===== src/rtl/data_bus_queue_pkg.sv =====
// data_bus_pkg -- shared definitions for the data bus queue.
//   DATA_W_DEF / DEPTH_DEF : default data width and queue depth
//   cnt_w()                : width of an occupancy counter able to hold 0..depth
//   err_t                  : sticky error flag pair (overrun, underrun)
package data_bus_pkg;

    localparam int DATA_W_DEF = 8;
    localparam int DEPTH_DEF  = 4;

    // A queue of `depth` entries needs one extra bit to represent "full".
    function automatic int cnt_w(input int depth);
        return $clog2(depth) + 1;
    endfunction

    typedef struct packed {
        logic overrun;
        logic underrun;
    } err_t;

endpackage


===== src/rtl/data_bus_queue_if.sv =====
// data_bus_queue_if -- core-side handshakes plus external bus signals of the
// data bus queue.
//   slave  : the queue itself (receives bus/core requests, drives status)
//   master : the environment (CPU bus, core, pads)
// Signals: be, phi2, rwb, data_in, data_out, data_oe, wr_valid/wr_ready/wr_data,
//          rd_valid/rd_ready/rd_data, wr_count, rd_count, overrun, underrun, clr_err
interface data_bus_queue_if
    import data_bus_pkg::*;
#(
    parameter int DATA_W = DATA_W_DEF,
    parameter int DEPTH  = DEPTH_DEF
);
    localparam int CW = cnt_w(DEPTH);

    logic              be;
    logic              phi2;
    logic              rwb;
    logic [DATA_W-1:0] data_in;
    logic [DATA_W-1:0] data_out;
    logic              data_oe;
    logic              wr_valid;
    logic              wr_ready;
    logic [DATA_W-1:0] wr_data;
    logic              rd_valid;
    logic              rd_ready;
    logic [DATA_W-1:0] rd_data;
    logic [CW-1:0]     wr_count;
    logic [CW-1:0]     rd_count;
    logic              overrun;
    logic              underrun;
    logic              clr_err;

    modport slave (
        input  be, phi2, rwb, data_in, wr_valid, wr_data, rd_ready, clr_err,
        output data_out, data_oe, wr_ready, rd_valid, rd_data,
               wr_count, rd_count, overrun, underrun
    );

    modport master (
        output be, phi2, rwb, data_in, wr_valid, wr_data, rd_ready, clr_err,
        input  data_out, data_oe, wr_ready, rd_valid, rd_data,
               wr_count, rd_count, overrun, underrun
    );

endinterface


===== src/rtl/data_bus_queue_sync_fifo.sv =====
// sync_fifo -- first-word fall-through queue of DEPTH entries.
//   clk, rst      : clock, asynchronous active-high reset
//   push, din     : enqueue request (ignored while full)
//   pop           : dequeue request (ignored while empty)
//   head          : current head entry, valid whenever !empty
//   count         : occupancy 0..DEPTH
//   full, empty   : derived from the registered count
module sync_fifo
    import data_bus_pkg::*;
#(
    parameter int DATA_W = DATA_W_DEF,
    parameter int DEPTH  = DEPTH_DEF
) (
    input  logic                      clk,
    input  logic                      rst,
    input  logic                      push,
    input  logic [DATA_W-1:0]         din,
    input  logic                      pop,
    output logic [DATA_W-1:0]         head,
    output logic [cnt_w(DEPTH)-1:0]   count,
    output logic                      full,
    output logic                      empty
);
    localparam int AW = $clog2(DEPTH);
    localparam int CW = cnt_w(DEPTH);

    logic [DATA_W-1:0] mem_q [DEPTH];
    logic [AW-1:0]     wr_ptr_q, wr_ptr_d;
    logic [AW-1:0]     rd_ptr_q, rd_ptr_d;
    logic [CW-1:0]     count_q, count_d;
    logic              do_push;
    logic              do_pop;

    assign full    = (count_q == CW'(DEPTH));
    assign empty   = (count_q == '0);
    assign do_push = push & ~full;
    assign do_pop  = pop & ~empty;
    assign count   = count_q;
    // Asynchronous read gives the zero-latency head the core side relies on.
    assign head    = mem_q[rd_ptr_q];

    // Pointers are exactly AW bits wide, so wrap modulo DEPTH is implicit.
    always_comb begin
        wr_ptr_d = wr_ptr_q;
        rd_ptr_d = rd_ptr_q;
        count_d  = count_q;
        if (do_push) begin
            wr_ptr_d = wr_ptr_q + AW'(1);
        end
        if (do_pop) begin
            rd_ptr_d = rd_ptr_q + AW'(1);
        end
        case ({do_push, do_pop})
            2'b10:   count_d = count_q + CW'(1);
            2'b01:   count_d = count_q - CW'(1);
            default: count_d = count_q;
        endcase
    end

    always_ff @(posedge clk or posedge rst) begin
        if (rst) begin
            wr_ptr_q <= '0;
            rd_ptr_q <= '0;
            count_q  <= '0;
        end else begin
            wr_ptr_q <= wr_ptr_d;
            rd_ptr_q <= rd_ptr_d;
            count_q  <= count_d;
        end
    end

    // Storage is not reset; pointers/count define which entries are live.
    always_ff @(posedge clk) begin
        if (do_push) begin
            mem_q[wr_ptr_q] <= din;
        end
    end

endmodule


===== src/rtl/data_bus_queue.sv =====
// data_bus_queue -- decouples a core from a phi2-timed external data bus with
// a write queue (core -> bus) and a read queue (bus -> core).
//   fclk  : system clock (phi2 is synchronous to it)
//   reset : asynchronous active-high reset
//   bus   : data_bus_queue_if.slave carrying the bus, handshakes, counts, flags
// A bus cycle ends on the falling edge of phi2. At that point a write cycle
// pops the write queue and a read cycle captures data_in into the read queue.
module data_bus_queue
    import data_bus_pkg::*;
#(
    parameter int DATA_W = DATA_W_DEF,
    parameter int DEPTH  = DEPTH_DEF
) (
    input  logic                fclk,
    input  logic                reset,
    data_bus_queue_if.slave     bus
);
    localparam int CW = cnt_w(DEPTH);

    logic              phi2_q;
    logic              cyc_end;
    logic              wr_cyc_end;
    logic              rd_cyc_end;
    logic [DATA_W-1:0] last_pop_q, last_pop_d;
    err_t              err_q, err_d;

    logic              wq_push, wq_pop, wq_full, wq_empty;
    logic [DATA_W-1:0] wq_head;
    logic [CW-1:0]     wq_count;
    logic              rq_push, rq_pop, rq_full, rq_empty;
    logic [DATA_W-1:0] rq_head;
    logic [CW-1:0]     rq_count;
    logic              underrun_ev;
    logic              overrun_ev;

    // ---- phi2 falling-edge detect ----
    assign cyc_end    = phi2_q & ~bus.phi2;
    assign wr_cyc_end = cyc_end & bus.be & ~bus.rwb;
    assign rd_cyc_end = cyc_end & bus.be & bus.rwb;

    // ---- bus steering ----
    assign wq_push     = bus.wr_valid & ~wq_full;
    assign wq_pop      = wr_cyc_end & ~wq_empty;
    assign underrun_ev = wr_cyc_end & wq_empty;

    // Full is judged on the registered count, so a same-cycle core pop does
    // not make room for the capture.
    assign rq_push     = rd_cyc_end & ~rq_full;
    assign overrun_ev  = rd_cyc_end & rq_full;
    assign rq_pop      = bus.rd_ready & ~rq_empty;

    assign bus.wr_ready = ~wq_full;
    assign bus.rd_valid = ~rq_empty;
    assign bus.rd_data  = rq_head;
    assign bus.wr_count = wq_count;
    assign bus.rd_count = rq_count;
    assign bus.data_oe  = bus.be & ~bus.rwb & bus.phi2;

    // An empty write queue keeps driving the last value that left it.
    always_comb begin
        bus.data_out = '0;
        if (bus.data_oe) begin
            bus.data_out = wq_empty ? last_pop_q : wq_head;
        end
    end

    // ---- flags and last-popped value ----
    always_comb begin
        last_pop_d = last_pop_q;
        err_d      = err_q;
        if (wq_pop) begin
            last_pop_d = wq_head;
        end
        if (bus.clr_err) begin
            err_d = '0;
        end
        // Set events are applied after the clear so they take priority.
        if (underrun_ev) begin
            err_d.underrun = 1'b1;
        end
        if (overrun_ev) begin
            err_d.overrun = 1'b1;
        end
    end

    assign bus.overrun  = err_q.overrun;
    assign bus.underrun = err_q.underrun;

    always_ff @(posedge fclk or posedge reset) begin
        if (reset) begin
            phi2_q     <= 1'b0;
            last_pop_q <= '0;
            err_q      <= '0;
        end else begin
            phi2_q     <= bus.phi2;
            last_pop_q <= last_pop_d;
            err_q      <= err_d;
        end
    end

    // ---- queues ----
    sync_fifo #(.DATA_W(DATA_W), .DEPTH(DEPTH)) u_wr_fifo (
        .clk   (fclk),
        .rst   (reset),
        .push  (wq_push),
        .din   (bus.wr_data),
        .pop   (wq_pop),
        .head  (wq_head),
        .count (wq_count),
        .full  (wq_full),
        .empty (wq_empty)
    );

    sync_fifo #(.DATA_W(DATA_W), .DEPTH(DEPTH)) u_rd_fifo (
        .clk   (fclk),
        .rst   (reset),
        .push  (rq_push),
        .din   (bus.data_in),
        .pop   (rq_pop),
        .head  (rq_head),
        .count (rq_count),
        .full  (rq_full),
        .empty (rq_empty)
    );

endmodule


===== src/flat_wrapper.sv =====
// flat-port wrapper written by rule: the top's interface ports become plain ports
module data_bus_queue_flat import data_bus_pkg::*;
#(
    parameter int DATA_W = DATA_W_DEF,
    parameter int DEPTH  = DEPTH_DEF
)
  (fclk, reset, bus_be, bus_phi2, bus_rwb, bus_data_in, bus_wr_valid, bus_wr_data, bus_rd_ready, bus_clr_err, bus_data_out, bus_data_oe, bus_wr_ready, bus_rd_valid, bus_rd_data, bus_wr_count, bus_rd_count, bus_overrun, bus_underrun);
  data_bus_queue_if #(.DATA_W(DATA_W), .DEPTH(DEPTH)) bus_i ();
  input  logic fclk;
  input  logic reset;
  input wire logic [$bits(bus_i.be)-1:0] bus_be;
  input wire logic [$bits(bus_i.phi2)-1:0] bus_phi2;
  input wire logic [$bits(bus_i.rwb)-1:0] bus_rwb;
  input wire logic [$bits(bus_i.data_in)-1:0] bus_data_in;
  input wire logic [$bits(bus_i.wr_valid)-1:0] bus_wr_valid;
  input wire logic [$bits(bus_i.wr_data)-1:0] bus_wr_data;
  input wire logic [$bits(bus_i.rd_ready)-1:0] bus_rd_ready;
  input wire logic [$bits(bus_i.clr_err)-1:0] bus_clr_err;
  output wire logic [$bits(bus_i.data_out)-1:0] bus_data_out;
  output wire logic [$bits(bus_i.data_oe)-1:0] bus_data_oe;
  output wire logic [$bits(bus_i.wr_ready)-1:0] bus_wr_ready;
  output wire logic [$bits(bus_i.rd_valid)-1:0] bus_rd_valid;
  output wire logic [$bits(bus_i.rd_data)-1:0] bus_rd_data;
  output wire logic [$bits(bus_i.wr_count)-1:0] bus_wr_count;
  output wire logic [$bits(bus_i.rd_count)-1:0] bus_rd_count;
  output wire logic [$bits(bus_i.overrun)-1:0] bus_overrun;
  output wire logic [$bits(bus_i.underrun)-1:0] bus_underrun;
  assign bus_i.be = bus_be;
  assign bus_i.phi2 = bus_phi2;
  assign bus_i.rwb = bus_rwb;
  assign bus_i.data_in = bus_data_in;
  assign bus_i.wr_valid = bus_wr_valid;
  assign bus_i.wr_data = bus_wr_data;
  assign bus_i.rd_ready = bus_rd_ready;
  assign bus_i.clr_err = bus_clr_err;
  assign bus_data_out = bus_i.data_out;
  assign bus_data_oe = bus_i.data_oe;
  assign bus_wr_ready = bus_i.wr_ready;
  assign bus_rd_valid = bus_i.rd_valid;
  assign bus_rd_data = bus_i.rd_data;
  assign bus_wr_count = bus_i.wr_count;
  assign bus_rd_count = bus_i.rd_count;
  assign bus_overrun = bus_i.overrun;
  assign bus_underrun = bus_i.underrun;
  data_bus_queue #(.DATA_W(DATA_W), .DEPTH(DEPTH)) u_core (.fclk(fclk), .reset(reset), .bus(bus_i));
endmodule

===== config.mk =====
export PLATFORM = sky130hd
export DESIGN_NAME = data_bus_queue_flat
export DESIGN_NICKNAME = d
export VERILOG_FILES = /design/src/rtl/data_bus_queue_pkg.sv /design/src/rtl/data_bus_queue_if.sv /design/src/rtl/data_bus_queue_sync_fifo.sv /design/src/rtl/data_bus_queue.sv /design/src/flat_wrapper.sv
export SDC_FILE = /design/constraint.sdc
export NUM_CORES = 1
export LEC_CHECK = 0
export ABC_AREA = 1
export CORE_UTILIZATION = 40
export DETAILED_ROUTE_END_ITERATION = 7
export GPL_TIMING_DRIVEN = 0
export PLACE_DENSITY = 0.66
export SLEW_MARGIN = 15
export SYNTH_ARGS = -nofsm -noshare
export SYNTH_HDL_FRONTEND = slang
export SYNTH_SLANG_ARGS = --single-unit

===== constraint.sdc =====
create_clock -name fclk -period 5.3 [get_ports fclk]
set_input_delay 1.06 -clock fclk [delete_from_list [all_inputs] [get_ports fclk]]
set_output_delay 1.06 -clock fclk [all_outputs]
set_load 0.02 [all_outputs]

* After elaboration in Yosys (flattened, before gate mapping)
Memories as Yosys holds them, arrays and structs flattened.
Cells that the tools add are included.
** Storage, ports and cells
- Logic and storage cells :: 65
- Input port bits :: 24
- Memories :: 2
- Bits in registers :: 25
- Memory bits (writable) :: 64
** Operators by class
- Add/subtract/negate cells :: 8
- Multiplexer cells :: 11
- Bitwise logic cells :: 22
- Reduce and logical (&&, ||, !) cells :: 6
- Equality and inequality tests :: 6
** Memories
- u_core.u_rd_fifo.mem_q :: words 4, width 8, read ports 1, clocked after Yosys merged registers in 0, write ports 1, RTL line data_bus_queue_sync_fifo.sv:27 : logic [DATA_W-1:0] mem_q [DEPTH];
- u_core.u_wr_fifo.mem_q :: words 4, width 8, read ports 1, clocked after Yosys merged registers in 0, write ports 1, RTL line data_bus_queue_sync_fifo.sv:27
** Operators by type and width (count)
- 1-bit bitwise AND :: 16
- 8-bit 2-to-1 mux :: 2
- 3-bit one-hot mux with 2 select lines :: 2
- 2-bit by 1-bit adder with 2-bit output (second input constant) :: 4
- 2-bit nonzero test :: 4
- 3-bit by 1-bit adder with 3-bit output (second input constant) :: 2
- 3-bit == test (second input constant) :: 2
- 3-bit logical NOT :: 2
- 1-bit 2-to-1 mux :: 6
- 1-bit inverter :: 6
- 3-bit by 1-bit subtractor with 3-bit output (second input constant) :: 2
- 2-bit by 1-bit == test with 1-bit output (second input constant) :: 2
- 2-bit == test (second input constant) :: 2
- 2-bit 2-to-1 mux :: 1

* Logic depth before layout (Yosys ltp)
Gate-level depths: netlist (run 1).
- Word-level depth :: 8
- Depth in mapped cells :: 11
- Depth with buffers taken out :: 11

* By module
A second synthesis (run 1) with hierarchy kept.
** Unflattened totals
- Cell total of the unflattened synthesis :: 411
- Area, all modules :: 4216.5 um^2
** By module, submodules not included
- sync_fifo :: area an instance 1755.4 um^2, instances 2, cells an instance 155
- data_bus_queue :: area an instance 705.7 um^2, instances 1, cells an instance 101

* Worst setup path after synthesis (run 1)
Ideal clock, no wire load.
- Path type :: in2out
- Start point :: input port bus_be
- End point :: output port bus_data_out[0]
- Stages on the path :: 4
- Arrival time :: 1.800 ns
- Path slack :: 2.440 ns
- Path buffers :: 0
- Required time :: 4.240 ns
- Path through :: nand2_1 > nor2_2 > nand2_1 > a21oi_2
** On the way
- Cells in the longest elaborated chain, start to end :: 3
** RTL lines
- from (decl) :: RTL line flat_wrapper.sv:11 : input wire logic [$bits(bus_i.be)-1:0] bus_be;
- 1-bit bitwise AND (2 in series) :: RTL line data_bus_queue.sv:57 : assign bus.data_oe = bus.be & ~bus.rwb & bus.phi2;
- named net bus_data_oe :: RTL line flat_wrapper.sv:20 : output wire logic [$bits(bus_i.data_oe)-1:0] bus_data_oe;
- 8-bit 2-to-1 mux :: RTL line data_bus_queue.sv:62 : if (bus.data_oe) begin
- to (decl) :: RTL line flat_wrapper.sv:19 : output wire logic [$bits(bus_i.data_out)-1:0] bus_data_out;
The timed path passes the listed nets, and every way through them passes these cells.

* Worst setup path in the final report (run 1)
- Start point :: input port bus_be
- End point :: output port bus_data_out[7]
** On the way
- Cells in the longest elaborated chain, start to end :: 3
** RTL lines (RTL line)
- 1-bit bitwise AND (2 in series) :: data_bus_queue.sv:57
- 8-bit 2-to-1 mux :: data_bus_queue.sv:62
Every way passes these cells.

==> results by group, run 1 <==
Clock tree
  – Post-CTS Setup Inserts: 0
  – Cts hold-fix bufs: 0
  – Worst-path clk slew: approximately 80 ps
  – TritonCTS clock tree: done
  – Post_cts resized: 0
  – CTS root buffer: clkbuf_8
  – Num CTS Buffers: 9
  – Clock sinks: ~90
  – Clock insertion delay at the later pin of the skew report: about 360 ps
  – H-tree lvl count: 3
  – Largest buffer count on any clock path: 2

Yosys
  – Mux cell area share after synthesis: 0%
  – Register area share after synthesis: 61.5%
  – Synth Cell Area: 4140 um^2
  – Yosys cell types: 30
  – Cell taking the most area after synthesis: edfxtp_1
  – Post-Synth Simple-Gate Area: between 20% and 30%
  – #FFs+latches synth: between 80 and 90
  – Gate Count Post-Synth: 392
  – Main area contributors after synthesis: edfxtp_1, dfrtp_1, nand2_1
  – Synthesized area per cell: about 11 um^2
  – Complex-gate fraction of the synthesized area: 5.77%
  – Post-Synth Adder-Cell Area: 3.99%
  – Syn. warnings: 0
  – Post-synth top area share: between 40 and 50%
  – Syn Nets: 428
  – XOR/XNOR Fraction of Synth Area: between 1.5 and 2%
  – Largest family of logic cells by synthesized area: simple AND/OR/NAND/NOR gates

STA
  – # setup viols final: 0
  – Slew Limit Headroom: 34.4%
  – Fmax: around 250 MHz
  – Clk_skew: about 7.6 ps
  – Slew @ Worst Pin: 983 ps
  – RSZ-0062 raised after global routing: no
  – Fin crit share: 76.0%
  – Final Hold Viols: 0
  – Min cycle time layout: 4030 ps
  – Fin. max-slew vios: 0
  – TNS Setup: 0 ps

Layout
  – Ratio of cells with drive above 1 in the final layout: 10.9%
  – Final net count: 489
  – Filler Cells Inserted: about 920
  – Seq. cell area: 2550 um^2
  – P&R area growth vs syn: 20.8%
  – Most common cell after layout, fill and taps aside: nand2_1
  – Multi-input gate area: approximately 1400 um^2
  – Antenna diode count: 0
  – Design area: 5000 um^2
  – Commonest non-fill, non-tap cells in the layout: nand2_1, edfxtp_1, clkdlybuf4s50_1

Pwr
  – Sequential share of power: 37.5%
  – Part of the power in combinational logic: between 40 and 50%
  – Clk pwr share: about 18%
  – Cell Pwr Density: 517 nW/um^2
  – P_sw: 1.03 mW
  – Worst vdd ir: around 0.00024 V
  – Switching Share: 39.9%
  – P_leak: approximately 2.1 nW
  – P_int: 1.55 mW

Setup path
  – Slowest-stage cell, CP: clkdlybuf4s50_1
  – Critical Path RT: ~4200 ps
  – Worst Path Class, Setup: input port to output pin
  – Buf/Inv on CP: 2
  – CP delay by family, top: buffers and inverters
  – Largest stage delay, worst path: ~620 ps
  – Setup crit end kind: output pin
  – Critical path peak fanout: 9
  – Crit path DAT: ~3000 ps
  – Crit path launch type: input port
  – CP Cell Sequence: clkdlybuf4s50_1 -> nand2_1 -> nor2_2 -> nand2_1 -> a21oi_2 -> clkdlybuf4s50_1

Die
  – Die footprint: around 11000 um^2
  – Chip width: 104 um
  – Site Rows: 36
  – Initial cell density of the core: approximately two fifths
  – I/O Pins: slightly above 50
  – Die Ht: around 100 um
  – Core Region: ~9900 um^2

Route
  – Final ANT Viol Nets: 0
  – DR WL/cell: approximately 14 um
  – DR vias/cell: 4.78
  – Initial DRC Count: 120
  – First-pass iteration count of the detailed router: 5
  – Vias: approximately 2.8k
  – Drt drc: 0
  – Final WL: ~8500 um

Global route
  – Vias in the first global route: between 2k and 3k
  – Initial antenna violation count: 0
  – Total Routing Usage GR: 16.5%
  – First-pass GRT wire length: around 14000 um
  – Largest net degree at the start of global routing: 26
  – Grt ovf: 0

Worst hold path
  – Hold crit path type: flop to flop

Place
  – DP HPWL: between 5000 and 6000 um
  – Placement Cell Area: approximately 4800 um^2
  – Port buffer count: 50
  – Gpl congestion: roughly 0.77

Run
  – Number of max-cap violations: 0

Status
  – Status: complete, no violations
-- tightest hold or removal path: cells and delay by family (launching register included) --
kind | cells | cell delay, ps
flops | 1 | 350
simple gates | 2 | 100
-- final cells by class --
class                           instances  share of cell area, %
Buffer                                 11                   1.50
Clock buffer                           10                   2.55
Clock inverter                          6                   1.30
Inverter                               34                   2.65
Multi-Input combinational cell        258                   27.7
Sequential cell                        89                   50.9
Tap cell                              133                   3.33
Timing Repair Buffer                   50                   10.0
-- layer usage --
| layer | share of wire [%] | vias to the layer above | track usage, % | routed length [um] |
|---|---|---|---|---|
| met5 | 0 | - | 0 | 0 |
| li1 | - | 1416 | - | - |
| met1 | 43 | 1312 | 19.5 | 3650 |
| met3 | 5.0 | 17 | 3.90 | 428 |
| met4 | 1.6 | 0 | 5.71 | 138 |
| met2 | 50 | 82 | 29.3 | 4280 |
-- logic make-up after synthesis --
kind of cell	count (synthesis)
simple gates	200
flops	89
buf+inv	45
compound gates	38
fa+ha+maj	12
xor+xnor	8
-- stage by stage --
stage	hold WS, ps	std cells	total power [mW]	utilization [%]	setup WS [ps]
global route	491	591	2.77	50.5	1130
detailed placement	457	575	2.15	48.5	1270
finish	480	591	2.59	50.5	1270
global placement	452	575	2.12	48.5	1280
CTS	480	591	2.61	50.5	1270
floorplan	440	392	1.76	-	2440
-- worst paths after layout --
path                                                       start                                     to  slack, ps  cells past startpoint
setup / recovery                                          bus_be                        bus_data_out[7]       1270                      6
hold / removal                  u_core.last_pop_q[5]$_DFFE_PP0P_       u_core.last_pop_q[5]$_DFFE_PP0P_        480                      2
setup reg to reg           u_core.u_wr_fifo.count[0]$_DFFE_PP0P_  u_core.u_wr_fifo.count[2]$_DFFE_PP0P_       3280                     10
hold reg to reg                 u_core.last_pop_q[5]$_DFFE_PP0P_       u_core.last_pop_q[5]$_DFFE_PP0P_        480                      2
max in group asynchronous                                  reset       u_core.last_pop_q[2]$_DFFE_PP0P_       3470                      2
min in group asynchronous                                  reset        u_core.bus.underrun$_DFFE_PP0P_       1230                      2
-- flip-flops by register name, indices dropped and copies added, names as in the netlist --
register,flops
u_core.u_wr_fifo.rd_ptr_q,2
u_core.last_pop_q,8
u_core.u_wr_fifo.mem_q,32
u_core.u_wr_fifo.wr_ptr_q,2
u_core.u_wr_fifo.count,3
u_core.u_rd_fifo.rd_ptr_q,2
u_core.u_rd_fifo.wr_ptr_q,2
u_core.phi2_q,1
u_core.u_rd_fifo.count,3
u_core.bus.overrun,1
u_core.bus.underrun,1
u_core.u_rd_fifo.mem_q,32
-- power groups by stage --
stage / clock network, mW / logic [mW] / registers [mW]
4_1_cts: 0.474 / 1.17 / 0.971
2_1_floorplan: 0 / 0.759 / 0.998
5_1_grt: 0.506 / 1.28 / 0.984
3_5_place_dp: 0 / 1.16 / 0.985
3_3_place_gp: 0 / 1.14 / 0.980
6_report: 0.462 / 1.15 / 0.969
-- synthesized netlist by cell type --
cell type / n
nand2_1: 132
edfxtp_1: 64
inv_1: 28
nor2_1: 27
dfrtp_1: 25
nand3_1: 20
o21ai_0: 18
ha_1: 10
nand3b_1: 10
o22ai_1: 9
a21oi_2: 8
buf_2: 6
xor2_1: 5
inv_2: 4
buf_4: 3
nand2_4: 3
xnor2_1: 3
buf_6: 2
fa_1: 2
inv_4: 2
nor2_8: 2
a21oi_1: 1
nand2_8: 1
nand3_2: 1
nand4_1: 1
nand4_2: 1
nor2_2: 1
nor2_4: 1
o21ai_1: 1
o22ai_2: 1
Note: power is estimated with default switching activity, not from simulation.
==> inputs of run 2 (changes only) <==
clock period = 4.2 ns   (was 5.3 ns; I/O delays follow)
==> results of run 2 <==
Same layout as run 1 (identical final DEF). Status: complete, no violations.
Among the figures that moved: setup slack after placement 1270 ps -> 611 ps; setup slack after layout 1270 ps -> 614 ps; register-to-register setup slack 3280 ps -> 2180 ps; total power 2.59 mW -> 3.26 mW; worst IR drop on VDD 0.000240 V -> 0.000303 V
